<file path="config.mk">
export PLATFORM = sky130hd
export DESIGN_NAME = pipelined_addsub
export DESIGN_NICKNAME = d
export VERILOG_FILES = /design/src/rtl/pipelined_addsub.sv
export SDC_FILE = /design/constraint.sdc
export NUM_CORES = 1
export LEC_CHECK = 0
export ABC_AREA = 1
export BUFFER_PORTS_ARGS = -buffer_cell sky130_fd_sc_hd__buf_2
export CORE_MARGIN = 10
export CORE_UTILIZATION = 40
export DETAILED_ROUTE_END_ITERATION = 7
export PLACE_DENSITY_LB_ADDON = 0.2
export SETUP_SLACK_MARGIN = 0.3
export SLEW_MARGIN = 25
export SYNTH_ARGS = -nofsm -noshare
export SYNTH_HDL_FRONTEND = slang
export SYNTH_SLANG_ARGS = --single-unit
</file>
<file path="constraint.sdc">
create_clock -name clk -period 1.54 [get_ports clk]
set_input_delay 0.077 -clock clk [delete_from_list [all_inputs] [get_ports clk]]
set_output_delay 0.077 -clock clk [all_outputs]
set_load 0.01 [all_outputs]
</file>
<file path="src/rtl/pipelined_addsub.sv">
// Pipelined two's-complement adder/subtractor. Each stage adds one WIDTH/STAGES-bit
// slice and registers the carry. Valid/ready flow control stalls the whole pipe together.
module pipelined_addsub #(
    parameter int WIDTH  = 16,
    parameter int STAGES = 4
) (
    input  logic             clk,
    input  logic             rst,
    input  logic             in_valid,
    output logic             in_ready,
    input  logic [WIDTH-1:0] a,
    input  logic [WIDTH-1:0] b,
    input  logic             mode,
    input  logic             sat,
    output logic             out_valid,
    input  logic             out_ready,
    output logic [WIDTH-1:0] sum,
    output logic             cout,
    output logic             of
);
    localparam int WS = WIDTH / STAGES;

    logic             w_en;
    logic             w_accept;
    logic [WIDTH-1:0] w_b_eff;
    logic             r_out_valid;
    logic [WIDTH-1:0] r_sum;
    logic             r_cout;
    logic             r_of;

    assign w_en      = ~r_out_valid | out_ready;
    assign in_ready  = w_en & ~rst;
    assign w_accept  = in_valid & in_ready;
    assign w_b_eff   = b ^ {WIDTH{mode}};

    assign out_valid = r_out_valid;
    assign sum       = r_sum;
    assign cout      = r_cout;
    assign of        = r_of;

    for (genvar k = 0; k < STAGES; k++) begin : g_stg
        localparam int LW = k * WS;
        localparam int RW = WIDTH - LW;

        logic [RW-1:0]    w_a_i;
        logic [RW-1:0]    w_b_i;
        logic             w_c_i;
        logic             w_sat_i;
        logic             w_v_i;
        logic [WS:0]      w_slice;
        logic [LW+WS-1:0] w_res_o;

        // Operands still to be added; the current slice sits in the low WS bits.
        if (k == 0) begin : g_src
            assign w_a_i   = a;
            assign w_b_i   = w_b_eff;
            assign w_c_i   = mode;
            assign w_sat_i = sat;
            assign w_v_i   = w_accept;
            assign w_res_o = w_slice[WS-1:0];
        end else begin : g_src
            assign w_a_i   = g_stg[k-1].g_fwd.r_a;
            assign w_b_i   = g_stg[k-1].g_fwd.r_b;
            assign w_c_i   = g_stg[k-1].g_fwd.r_c;
            assign w_sat_i = g_stg[k-1].g_fwd.r_sat;
            assign w_v_i   = g_stg[k-1].g_fwd.r_v;
            assign w_res_o = {w_slice[WS-1:0], g_stg[k-1].g_fwd.r_res};
        end

        assign w_slice = {1'b0, w_a_i[WS-1:0]} + {1'b0, w_b_i[WS-1:0]} + {{WS{1'b0}}, w_c_i};

        if (k < STAGES - 1) begin : g_fwd
            logic [RW-WS-1:0] r_a;
            logic [RW-WS-1:0] r_b;
            logic [LW+WS-1:0] r_res;
            logic             r_c;
            logic             r_sat;
            logic             r_v;

            // Intermediate stage register: partial result, carry and remaining slices.
            always_ff @(posedge clk) begin
                if (rst) begin
                    r_a   <= '0;
                    r_b   <= '0;
                    r_res <= '0;
                    r_c   <= 1'b0;
                    r_sat <= 1'b0;
                    r_v   <= 1'b0;
                end else if (w_en) begin
                    r_a   <= w_a_i[RW-1:WS];
                    r_b   <= w_b_i[RW-1:WS];
                    r_res <= w_res_o;
                    r_c   <= w_slice[WS];
                    r_sat <= w_sat_i;
                    r_v   <= w_v_i;
                end else begin
                    r_a   <= r_a;
                    r_b   <= r_b;
                    r_res <= r_res;
                    r_c   <= r_c;
                    r_sat <= r_sat;
                    r_v   <= r_v;
                end
            end
        end else begin : g_last
            logic             w_cout;
            logic             w_of;
            logic [WIDTH-1:0] w_sum;

            // Operand signs agree but the raw result sign differs: same as carry-in ^ carry-out of the MSB.
            assign w_cout = w_slice[WS];
            assign w_of   = (w_a_i[WS-1] == w_b_i[WS-1]) & (w_res_o[WIDTH-1] != w_a_i[WS-1]);

            // Clamp toward the sign of a when saturation is requested.
            always_comb begin
                w_sum = w_res_o;
                if (w_sat_i & w_of) begin
                    w_sum = {w_a_i[WS-1], {(WIDTH-1){~w_a_i[WS-1]}}};
                end else begin
                    w_sum = w_res_o;
                end
            end

            // Output stage register; holds while the consumer stalls.
            always_ff @(posedge clk) begin
                if (rst) begin
                    r_out_valid <= 1'b0;
                    r_sum       <= '0;
                    r_cout      <= 1'b0;
                    r_of        <= 1'b0;
                end else if (w_en) begin
                    r_out_valid <= w_v_i;
                    r_sum       <= w_sum;
                    r_cout      <= w_cout;
                    r_of        <= w_of;
                end else begin
                    r_out_valid <= r_out_valid;
                    r_sum       <= r_sum;
                    r_cout      <= r_cout;
                    r_of        <= r_of;
                end
            end
        end
    end

endmodule

</file>
==> results of run 1 <==
-- synthesized netlist by cell type, types with 4 or more instances --
cell type and instances:
sky130_fd_sc_hd__ha_1 12, sky130_fd_sc_hd__o21ai_0 87, sky130_fd_sc_hd__fa_1 7, sky130_fd_sc_hd__o21ai_1 11, sky130_fd_sc_hd__xnor2_1 16, sky130_fd_sc_hd__nand2_1 22
sky130_fd_sc_hd__clkbuf_1 19, sky130_fd_sc_hd__a21oi_1 48, sky130_fd_sc_hd__inv_2 4, sky130_fd_sc_hd__buf_2 13, sky130_fd_sc_hd__dfxtp_1 100, sky130_fd_sc_hd__nand2_2 11
sky130_fd_sc_hd__xor2_1 4, sky130_fd_sc_hd__nand3_1 7, sky130_fd_sc_hd__inv_1 18, sky130_fd_sc_hd__a21oi_2 10, sky130_fd_sc_hd__nor2_1 110
-- timing repair --
action                                  in CTS  in global routing
setup buffers                                6                  7
pin swaps                                    6                 58
hold buffers                                18                  0
resized for setup                           20                164
hold endpoints to repair                    18                  0
cloned                                       6                 11
endpoints found under the setup margin      47                 94
-- critical path, cell delays in order, from the launching register on --
cell and delay, ps:
sky130_fd_sc_hd__dfxtp_2 350, sky130_fd_sc_hd__fa_2 390, sky130_fd_sc_hd__fa_2 350, sky130_fd_sc_hd__xnor2_1 260, sky130_fd_sc_hd__a21oi_1 110
-- flip-flops by register name, indices dropped and copies added (netlist names) --
register and cells:
cout 1, g_stg.g_fwd.r_a 24, g_stg.g_fwd.r_b 24, g_stg.g_fwd.r_c 3, g_stg.g_fwd.r_res 24, g_stg.g_fwd.r_sat 3
g_stg.g_fwd.r_v 3, of 1, out_valid 1, sum 16
-- where the power goes --
group	switching (W)	internal [W]	leakage (nW)
sequential	0.000146	0.00279	0.827
combinational	0.000469	0.000458	1.66
clock	0.000908	0.000926	0.104
total	0.00152	0.00417	2.59
-- per-layer routing --
metal	up-vias	wire length, um	global-route usage
met3	21	522	0.0234
li1	1880	-	-
met5	-	0	0
met1	1734	5060	0.167
met2	78	5390	0.224
met4	0	222	0.0501
-- cell families after synthesis --
group | share of synthesized area
xor+xnor | 0.0414
buf+inv | 0.0609
flops | 0.473
simple gates | 0.155
compound gates | 0.201
fa+ha+maj | 0.0686
-- final cells by class --
type                            instances  share of cell area
Timing Repair Buffer                  116               0.190
Tap cell                              136              0.0278
Sequential cell                       100               0.329
Timing Repair inverter                  1             0.00123
Inverter                               22              0.0147
Multi-Input combinational cell        354               0.402
Clock buffer                           11              0.0215
Clock inverter                          5              0.0139
-- worst max-delay path by stage --
stage / from / endpoint / slack (ps) / cells after the start
after detailed placement: g_stg[2].g_fwd.r_c$_SDFFE_PP0N_ / sum[1]$_SDFFE_PP0N_ / -80 / 7
final: g_stg[0].g_fwd.r_a[0]$_SDFFE_PP0N_ / g_stg[1].g_fwd.r_res[6]$_SDFFE_PP0N_ / -40 / 4
after floorplan: g_stg[2].g_fwd.r_c$_SDFFE_PP0N_ / sum[12]$_SDFFE_PP0N_ / 80 / 8
after global placement: g_stg[2].g_fwd.r_c$_SDFFE_PP0N_ / sum[1]$_SDFFE_PP0N_ / -40 / 7
after CTS: g_stg[0].g_fwd.r_a[0]$_SDFFE_PP0N_ / g_stg[1].g_fwd.r_res[6]$_SDFFE_PP0N_ / 20 / 4
after global routing: g_stg[0].g_fwd.r_a[0]$_SDFFE_PP0N_ / g_stg[1].g_fwd.r_res[6]$_SDFFE_PP0N_ / -60 / 4
-- metrics by stage --
step                      worst slack, ps  instance area [um^2]
after global placement              -38.7                  4730
after floorplan                      83.7                  4320
after global routing                -58.2                  6120
after CTS                            17.8                  5410
final                               -36.4                  6120
after detailed placement            -80.3                  4730
-- layout by cell type, fill, tap and decap left out, types with 15 or more instances in the layout --
cell type / instances
sky130_fd_sc_hd__a21oi_1: 28
sky130_fd_sc_hd__a21oi_2: 29
sky130_fd_sc_hd__buf_2: 57
sky130_fd_sc_hd__dfxtp_1: 92
sky130_fd_sc_hd__dlygate4sd3_1: 18
sky130_fd_sc_hd__nand2_1: 22
sky130_fd_sc_hd__nor2_1: 98
sky130_fd_sc_hd__o21ai_0: 31
sky130_fd_sc_hd__o21ai_1: 19
sky130_fd_sc_hd__o21ai_2: 40
sky130_fd_sc_hd__xnor2_1: 15
==> metrics.md, run 1 <==
| Metric | Value |
|---|---|
| Capture point of the worst reg-to-reg path | `g_stg[1].g_fwd.r_res[6]$_SDFFE_PP0N_` |
| Via Count | `between 3k and 4k` |
| Post-Syn Instances | `just over 500` |
| Master cell of the clock root buffer | `sky130_fd_sc_hd__clkbuf_8` |
| FF+latch count, synth | `100` |
| Failing checks | `negative setup slack` |
| Setup TNS after final layout | `-36.4 ps` |
| Util after Layout | `0.593` |
| Synth Cell Area | `approximately 4200 um^2` |
| Worst Setup Start Kind | `flop` |
| Setup crit end kind | `flop` |
| R2R Path Start | `g_stg[0].g_fwd.r_a[0]$_SDFFE_PP0N_` |
| Area growth from synthesis to layout | `44.5%` |
| Pins over their slew limit | `0` |
| Number of buffers on the longest clock path | `2` |
| Post-route clock period utilization | `1.02` |
| Type of the worst setup path | `flop to flop` |
| F_max | `around 0.63 GHz` |
| Crit path required time | `roughly 1800 ps` |
| Clk sink count | `100` |
| R2R depth | `4` |
| Min-Delay Path Depth | `3` |
| Arrival @ worst endpoint | `between 1500 and 2000 ps` |
| Total I/O pin count | `58` |
| Largest net degree at the start of global routing | `41` |
| H-tree depth | `3` |
| Power Total | `between 0.005 and 0.006 W` |
| Final HPWL from detailed placement | `~6300 um` |
| Die height | `approximately 120 um` |
| Maximum VDD drop | `627 uV` |
| Tightest Pin Transition | `roughly 320 ps` |
| Input/output buffers | `between 50 and 60` |
| Global-route wire length before repair | `~16000 um` |
| PD cells | `roughly 930 nW/um^2` |
| Final setup viols | `1` |
| Setup slack of the critical path after layout | `-36.4 ps` |
| Full die area | `between 15000 and 20000 um^2` |
| Filler Cell Count | `a little under 900` |
| Share of the synthesized area in the top cell type | `0.473` |
| TritonCTS clock tree | `yes` |
| Initial core utilization | `0.410` |
| Worst min path class | `primary input to flop` |
| Average footprint of a synthesized cell | `about 8.3 um^2` |
| Vias per Instance | `between 4 and 5` |
| Worst-case clock skew | `11.8 ps` |
| Antenna diodes | `0` |
| FF+latch area | `2010 um^2` |
| Static power due to leakage | `between 2 and 3 nW` |
| Worst-case register-to-register setup slack | `-40 ps` |
| Hold path endpoint | `g_stg[0].g_fwd.r_b[8]$_SDFFE_PP0N_` |
| Largest fanout of any net on the critical path | `2` |
| Post-synth net total | `~570` |
| All-Layer GR Usage | `0.133` |
| Final min period | `between 1500 and 2000 ps` |
| Clock buffer count from CTS | `9` |
| Largest cells by area after synthesis | `sky130_fd_sc_hd__dfxtp_1 47%, sky130_fd_sc_hd__o21ai_0 10%, sky130_fd_sc_hd__nor2_1 9.8%` |
| Distinct cell type count after synthesis | `27` |
| Max-cap viol count | `0` |
| Main synth FF type | `sky130_fd_sc_hd__dfxtp_1` |
| Result of the run | `finished with violations` |
| Core Footprint | `slightly above 10000 um^2` |
| Residual DRC count | `0` |
| Total detailed-routing wirelength | `between 10000 and 15000 um` |
| Antenna Nets Post-Route | `0` |
| Post-layout nets | `roughly 660` |
| Cell type with the largest total area after synthesis | `sky130_fd_sc_hd__dfxtp_1` |
| Die outline width | `123 um` |
| Final weighted congestion in routability-driven placement | `0.793` |
| Average wire per cell in the routed design | `about 15 um` |
| Clock latency on the worst-skew pair | `360 ps` |
| Total instance count after detailed placement | `681` |
| Initial drt markers | `between 150 and 200` |
| Total overflow reported by the global router | `0` |
| Clock transition at the register clock pins on the worst setup and hold paths after CTS | `approximately 100 ps` |
| Vias in the first global route | `around 3.5k` |
| Post-synth EDFFs | `0` |
| Ys async rst share | `0` |
| Multi-input gate area | `roughly 2500 um^2` |
| Ratio of cells with drive above 1 in the final layout | `0.407` |
| Row cnt | `37` |
| Yosys warns | `0` |
| Pre-antenna DRT Iters | `5` |
| Seq/Total Area, Yosys | `0.473` |
| Relative slew margins | `0.783` |
| Unrepaired setup endpoints after global routing | `true` |
| Final hold viol count | `0` |
| HP Start | `b[12]` |
| Antenna violations before repair | `0` |
| Worst-case hold slack | `6.98 ps` |
| Final Non-Filler Cells | `approximately 750` |
Note: power is estimated with default switching activity, not from simulation.
==> run 2, diff against run 1 <==
--- a/config.mk
+++ b/config.mk
@@ -11,6 +11,7 @@
 export CORE_UTILIZATION = 40
 export DETAILED_ROUTE_END_ITERATION = 7
 export PLACE_DENSITY_LB_ADDON = 0.2
+export REMOVE_ABC_BUFFERS = 1
 export SETUP_SLACK_MARGIN = 0.3
 export SLEW_MARGIN = 25
 export SYNTH_ARGS = -nofsm -noshare
==> run 2 against run 1 <==
The run still ends with negative setup slack left. Total power down 6.0%. Sequential cell count unchanged. Cell count down 0.27%. Sequential power about the same. Design area down 6.5%. Sequential share of layout area up 2.4 points. Global-route usage down 0.058 points. Critical path type unchanged. Critical endpoint is now sum[4]$_SDFFE_PP0N_.
==> metrics.md, run 2 (synthesis gave the netlist of run 1 again) <==
| Metric | Value |
|---|---|
| Worst-case register-to-register setup slack | `-10 ps (was -40 ps)` |
| Static power due to leakage | `2.51 nW (was 2.59 nW)` |
| Pre-antenna DRT Iters | `4 (was 5)` |
| Total overflow reported by the global router | `0 (unchanged)` |
| Vias per Instance | `4.89 (was 4.98)` |
| Average wire per cell in the routed design | `14.3 um (was 15.0 um)` |
| Core Footprint | `10300 um^2 (unchanged)` |
| Total I/O pin count | `58 (unchanged)` |
| Clk sink count | `100 (unchanged)` |
| Die outline width | `123 um (unchanged)` |
| Most frequent standard cell in the layout excluding fill and tap cells | `sky130_fd_sc_hd__nor2_1 (unchanged)` |
| Antenna violations before repair | `0 (unchanged)` |
| Filler Cell Count | `978 (was 893)` |
| Max-cap viol count | `0 (unchanged)` |
| Global-route wire length before repair | `16200 um (was 16400 um)` |
| Setup slack of the critical path after layout | `-12.9 ps (was -36.4 ps)` |
| Largest fanout of any net on the critical path | `15 (was 2)` |
| Commonest cells after routing, fill and taps aside | `98 x sky130_fd_sc_hd__nor2_1, 89 x sky130_fd_sc_hd__dfxtp_1, 71 x sky130_fd_sc_hd__o21ai_0, 57 x sky130_fd_sc_hd__buf_2, 37 x sky130_fd_sc_hd__a21oi_1 (was 98 x sky130_fd_sc_hd__nor2_1, 92 x sky130_fd_sc_hd__dfxtp_1, 57 x sky130_fd_sc_hd__buf_2, 40 x sky130_fd_sc_hd__o21ai_2, 31 x sky130_fd_sc_hd__o21ai_0)` |
| Pre-CTS setup slack | `-94.5 ps (was -80.3 ps)` |
| Row cnt | `37 (unchanged)` |
| Util after Layout | `0.554 (was 0.593)` |
| Maximum VDD drop | `386 uV (was 627 uV)` |
| Pins over their slew limit | `0 (unchanged)` |
| Vias in the first global route | `3438 (was 3496)` |
| Placement Cell Area | `4730 um^2 (about the same)` |
| Area growth from synthesis to layout | `35.1% (was 44.5%)` |
| Die height | `123 um (unchanged)` |
| TritonCTS clock tree | `yes (unchanged)` |
| Result of the run | `finished with violations (unchanged)` |
| Final min period | `1550 ps (was 1580 ps)` |
| Largest net degree at the start of global routing | `40 (was 41)` |
| Post-layout nets | `659 (was 661)` |
| Full die area | `15100 um^2 (unchanged)` |
| Arrival @ worst endpoint | `1840 ps (was 1820 ps)` |
| Fin area | `5720 um^2 (was 6120 um^2)` |
| Final weighted congestion in routability-driven placement | `0.750 (was 0.793)` |
| Ratio of cells with drive above 1 in the final layout | `0.316 (was 0.407)` |
| Total detailed-routing wirelength | `10600 um (was 11200 um)` |
| Antenna diodes | `0 (unchanged)` |
| Setup crit end kind | `flop (unchanged)` |
| Number of buffers on the longest clock path | `2 (unchanged)` |
| Top flop regs | `g_stg.g_fwd.r_a x24, g_stg.g_fwd.r_b x24, g_stg.g_fwd.r_res x24 (unchanged)` |
| Clock latency on the worst-skew pair | `360 ps (about the same)` |
| Tightest Pin Transition | `424 ps (was 324 ps)` |
| Residual DRC count | `0 (unchanged)` |
| Unrepaired setup endpoints after global routing | `true (unchanged)` |
| Input/output buffers | `57 (unchanged)` |
| Largest stage delay on the critical path | `430 ps (was 390 ps)` |
| Master cell of the clock root buffer | `sky130_fd_sc_hd__clkbuf_8 (unchanged)` |
| Final Non-Filler Cells | `743 (was 745)` |
| Post-route clock period utilization | `1.01 (was 1.02)` |
| Worst-case hold slack | `15.6 ps (was 6.98 ps)` |
| Final hold viol count | `0 (unchanged)` |
| Via Count | `3634 (was 3713)` |
| Clock transition at the register clock pins on the worst setup and hold paths after CTS | `90 ps (was 100 ps)` |
| Initial core utilization | `0.410 (unchanged)` |
| Total instance count after detailed placement | `685 (was 681)` |
| Final HPWL from detailed placement | `6170 um (was 6260 um)` |
| Final setup viols | `1 (unchanged)` |
| Relative slew margins | `0.717 (was 0.783)` |
| Clock buffer count from CTS | `9 (unchanged)` |
| Worst Setup Start Kind | `flop (unchanged)` |
| Crit path cell chain | `fa_2 > nand3_4 > nand3_2 > nand4_4 > buf_12 > nand2_1 > a21oi_1 (was fa_2 > fa_2 > xnor2_1 > a21oi_1)` |
| Failing checks | `negative setup slack (unchanged)` |
| Worst min path class | `primary input to flop (unchanged)` |
| Type of the worst setup path | `flop to flop (unchanged)` |
| All-Layer GR Usage | `0.133 (about the same)` |
| Worst-case clock skew | `13.4 ps (was 11.8 ps)` |
| Antenna Nets Post-Route | `0 (unchanged)` |
| PD cells | `936 nW/um^2 (was 931 nW/um^2)` |
| Crit path required time | `1820 ps (was 1790 ps)` |
| F_max | `0.644 GHz (was 0.634 GHz)` |
| H-tree depth | `3 (unchanged)` |
| Cell type of the slowest stage on the worst timing path | `sky130_fd_sc_hd__fa_2 (unchanged)` |
| Initial drt markers | `177 (was 181)` |
-- run 2: layout make-up --
class	instances	area, um^2	share of cell area
tap	136	170	0.0297
timing repair buffer	115	1050	0.184
inverter	22	92.6	0.0162
clock buffer	12	135	0.0236
clock inverter	4	50.0	0.00875
multi-input combinational	354	2200	0.385
sequential	100	2020	0.353
-- run 2: path summary, 6_finish.rpt --
kind | from | endpoint | cells past startpoint
hold reg to reg | g_stg[2].g_fwd.r_res[10]$_SDFFE_PP0N_ | sum[10]$_SDFFE_PP0N_ | 2
setup / recovery | g_stg[2].g_fwd.r_b[0]$_SDFFE_PP0N_ | sum[4]$_SDFFE_PP0N_ | 7
setup reg to reg | g_stg[2].g_fwd.r_b[0]$_SDFFE_PP0N_ | sum[4]$_SDFFE_PP0N_ | 7
hold / removal | rst | g_stg[1].g_fwd.r_c$_SDFFE_PP0N_ | 2
-- run 2: report_power, final --
group / leakage [nW] / switching, W / internal, W
registers: 0.828 / 0.000117 / 0.00279
logic: 1.59 / 0.000411 / 0.000408
clock network: 0.0866 / 0.000878 / 0.000752
total: 2.51 / 0.00141 / 0.00395
-- run 2: what timing repair did --
action                     4_1_cts  5_1_grt
resized for setup               31       76
buffers inserted                 5        4
hold buffers                    26        0
hold endpoints to repair        26        0
pin swaps                       11       30
setup endpoints to repair       74       76
gates cloned                     2        5
-- run 2: through the flow --
| step | setup TNS [ps] | total power [W] |
|---|---|---|
| finish | -12.9 | 0.00535 |
| global route | -746 | 0.00563 |
| CTS | 0 | 0.00530 |
| detailed placement | -938 | 0.00360 |
| global placement | -391 | 0.00358 |
| floorplan | -233060 | 0.00335 |
-- run 2: critical path, delay by kind of cell, from the launching register on --
kind | cells | cell delay, ps
AO/OA/AOI/OAI | 1 | 120
buffers and inverters | 1 | 160
AND/OR/NAND/NOR | 4 | 420
adder cells (fa/ha/maj) | 1 | 430
flip-flops | 1 | 340
-- run 2: routing by layer --
layer	track usage	share of wire
met5	0	0
met4	0.0457	0.012
met3	0.0298	0.034
met2	0.235	0.52
met1	0.155	0.43
==> run 3, diff against run 2 <==
--- a/config.mk
+++ b/config.mk
@@ -10,7 +10,7 @@
 export CORE_MARGIN = 10
 export CORE_UTILIZATION = 40
 export DETAILED_ROUTE_END_ITERATION = 7
-export PLACE_DENSITY_LB_ADDON = 0.2
+export PLACE_DENSITY = 0.71
 export REMOVE_ABC_BUFFERS = 1
 export SETUP_SLACK_MARGIN = 0.3
 export SLEW_MARGIN = 25
==> run 3 against run 2 <==
The run ends with negative hold slack, negative setup slack left. Design area is 4.3% higher. Hold slack worse by 40 ps. Sequential power hardly changed. Clock power is 16% higher. Fmax is 6.4% lower. Sequential share of layout area is 1.5 points lower. Non-clock buffer count is 3 higher.
==> metrics.md, run 3 (synthesis gave the netlist of run 1 again) <==
| Metric | Value |
|---|---|
| Initial drt markers | `278 (was 177)` |
| Max-cap viol count | `0 (unchanged)` |
| Clk sink count | `100 (unchanged)` |
| Antenna Nets Post-Route | `0 (unchanged)` |
| Pins over their slew limit | `0 (unchanged)` |
| Die outline width | `123 um (unchanged)` |
| Ratio of cells with drive above 1 in the final layout | `0.387 (was 0.316)` |
| Input/output buffers | `57 (unchanged)` |
| Setup slack of the critical path after layout | `-118 ps (was -12.9 ps)` |
| Vias per Instance | `5.28 (was 4.89)` |
| Tightest Pin Transition | `355 ps (was 424 ps)` |
| Final HPWL from detailed placement | `6650 um (was 6170 um)` |
| Final min period | `1660 ps (was 1550 ps)` |
| Setup crit end kind | `flop (unchanged)` |
| Antenna diodes | `0 (unchanged)` |
| Total overflow reported by the global router | `0 (unchanged)` |
| Full die area | `15100 um^2 (unchanged)` |
| Crit path required time | `1850 ps (was 1820 ps)` |
| PD cells | `960 nW/um^2 (was 936 nW/um^2)` |
| Final weighted congestion in routability-driven placement | `0.883 (was 0.750)` |
| Unrepaired setup endpoints after global routing | `true (unchanged)` |
| Pre-CTS setup slack | `-229 ps (was -94.5 ps)` |
| Post-route clock period utilization | `1.08 (was 1.01)` |
| Largest net degree at the start of global routing | `39 (was 40)` |
| Initial core utilization | `0.410 (unchanged)` |
| Clock buffer count from CTS | `9 (unchanged)` |
| All-Layer GR Usage | `0.144 (was 0.133)` |
| Commonest cells after routing, fill and taps aside | `105 x sky130_fd_sc_hd__nor2_1, 90 x sky130_fd_sc_hd__dfxtp_1, 56 x sky130_fd_sc_hd__buf_2, 36 x sky130_fd_sc_hd__o21ai_2, 33 x sky130_fd_sc_hd__a21oi_1 (was 98 x sky130_fd_sc_hd__nor2_1, 89 x sky130_fd_sc_hd__dfxtp_1, 71 x sky130_fd_sc_hd__o21ai_0, 57 x sky130_fd_sc_hd__buf_2, 37 x sky130_fd_sc_hd__a21oi_1)` |
| Antenna violations before repair | `0 (unchanged)` |
| Top flop regs | `g_stg.g_fwd.r_a x24, g_stg.g_fwd.r_b x24, g_stg.g_fwd.r_res x24 (unchanged)` |
| Maximum VDD drop | `481 uV (was 386 uV)` |
| Util after Layout | `0.578 (was 0.554)` |
| Total detailed-routing wirelength | `12800 um (was 10600 um)` |
| Relative slew margins | `0.763 (was 0.717)` |
| Largest fanout of any net on the critical path | `3 (was 15)` |
| H-tree depth | `3 (unchanged)` |
| Pre-antenna DRT Iters | `7 (was 4)` |
| Global-route wire length before repair | `17500 um (was 16200 um)` |
| Arrival @ worst endpoint | `1970 ps (was 1840 ps)` |
| Via Count | `3939 (was 3634)` |
| Residual DRC count | `0 (unchanged)` |
| Cell type of the slowest stage on the worst timing path | `sky130_fd_sc_hd__fa_2 (unchanged)` |
| Vias in the first global route | `3722 (was 3438)` |
| Worst-case register-to-register setup slack | `-120 ps (was -10 ps)` |
| Most frequent standard cell in the layout excluding fill and tap cells | `sky130_fd_sc_hd__nor2_1 (unchanged)` |
| Filler Cell Count | `847 (was 978)` |
| Clock transition at the register clock pins on the worst setup and hold paths after CTS | `110 ps (was 90 ps)` |
| Area growth from synthesis to layout | `40.9% (was 35.1%)` |
| Worst min path class | `primary input to flop (unchanged)` |
| Die height | `123 um (unchanged)` |
| Worst-case clock skew | `17.6 ps (was 13.4 ps)` |
| Setup TNS after final layout | `-1180 ps (was -12.9 ps)` |
| Final setup viols | `16 (was 1)` |
| Result of the run | `finished with violations (unchanged)` |
| Worst-case hold slack | `-24.2 ps (was 15.6 ps)` |
| Clock latency on the worst-skew pair | `370 ps (was 360 ps)` |
| Final hold viol count | `3 (was 0)` |
| Worst Setup Start Kind | `flop (unchanged)` |
| Number of buffers on the longest clock path | `2 (unchanged)` |
| Master cell of the clock root buffer | `sky130_fd_sc_hd__clkbuf_8 (unchanged)` |
| Largest stage delay on the critical path | `440 ps (was 430 ps)` |
| Failing checks | `negative hold slack, negative setup slack (was negative setup slack)` |
| F_max | `0.603 GHz (was 0.644 GHz)` |
| Average wire per cell in the routed design | `17.2 um (was 14.3 um)` |
| Row cnt | `37 (unchanged)` |
| Static power due to leakage | `2.54 nW (was 2.51 nW)` |
| Core Footprint | `10300 um^2 (unchanged)` |
| Crit path cell chain | `fa_2 > buf_6 > nand2_1 > nand2_2 > nand3_2 > nand2_2 > o31ai_2 > nand2_1 > a21oi_2 (was fa_2 > nand3_4 > nand3_2 > nand4_4 > buf_12 > nand2_1 > a21oi_1)` |
| Type of the worst setup path | `flop to flop (unchanged)` |
| Total I/O pin count | `58 (unchanged)` |
| TritonCTS clock tree | `yes (unchanged)` |
| Post-layout nets | `662 (was 659)` |
run 3: power by group:
group          switching [W]  internal, W
Combinational       0.000462     0.000440
Sequential          0.000142      0.00279
Clock               0.000965     0.000928
run 3: path summary, 6_finish.rpt:
path | start | endpoint | depth (start not counted)
hold / removal | a[12] | g_stg[0].g_fwd.r_a[8]$_SDFFE_PP0N_ | 3
hold reg to reg | g_stg[2].g_fwd.r_res[9]$_SDFFE_PP0N_ | sum[9]$_SDFFE_PP0N_ | 2
setup / recovery | g_stg[2].g_fwd.r_a[0]$_SDFFE_PP0N_ | sum[15]$_SDFFE_PP0N_ | 9
setup reg to reg | g_stg[2].g_fwd.r_a[0]$_SDFFE_PP0N_ | sum[15]$_SDFFE_PP0N_ | 9
run 3: what timing repair did:
item | 4_1_cts | 5_1_grt
resized for setup | 36 | 134
gates cloned | 4 | 8
setup buffers | 9 | 6
endpoints found under the setup margin | 53 | 92
hold endpoints to repair | 18 | 0
pin swaps | 11 | 57
hold buffers | 18 | 0
run 3: critical path, delay by kind of cell (launching register included):
family	cells	cell delay (ps)
AND/OR/NAND/NOR	5	490
buffers and inverters	1	140
flip-flops	1	350
AO/OA/AOI/OAI	2	200
adder cells (fa/ha/maj)	1	440
run 3: stage by stage:
stage	instance area, um^2	instances	hold WS [ps]	total power (W)
after floorplan	4060	476	146	0.00335
after CTS	5380	732	0.988	0.00552
after detailed placement	4690	685	339	0.00360
final	5960	746	-24.2	0.00572
after global routing	5960	746	7.64	0.00596
after global placement	4690	685	326	0.00357
run 3: area by class of cell:
| type | instances | area, um^2 | share of cell area |
|---|---|---|---|
| tap | 136 | 170 | 0.0285 |
| multi-input combinational | 354 | 2310 | 0.387 |
| sequential | 100 | 2020 | 0.338 |
| inverter | 22 | 87.6 | 0.0147 |
| clock inverter | 7 | 98.8 | 0.0166 |
| clock buffer | 9 | 124 | 0.0208 |
| timing repair buffer | 118 | 1160 | 0.194 |
run 3: metal layers:
metal / vias up / global-route usage / share of wire
li1: 1885 / - / -
met1: 1863 / 0.165 / 0.39
met2: 150 / 0.263 / 0.52
met3: 41 / 0.0271 / 0.052
met4: 0 / 0.0412 / 0.038
met5: - / 0 / 0
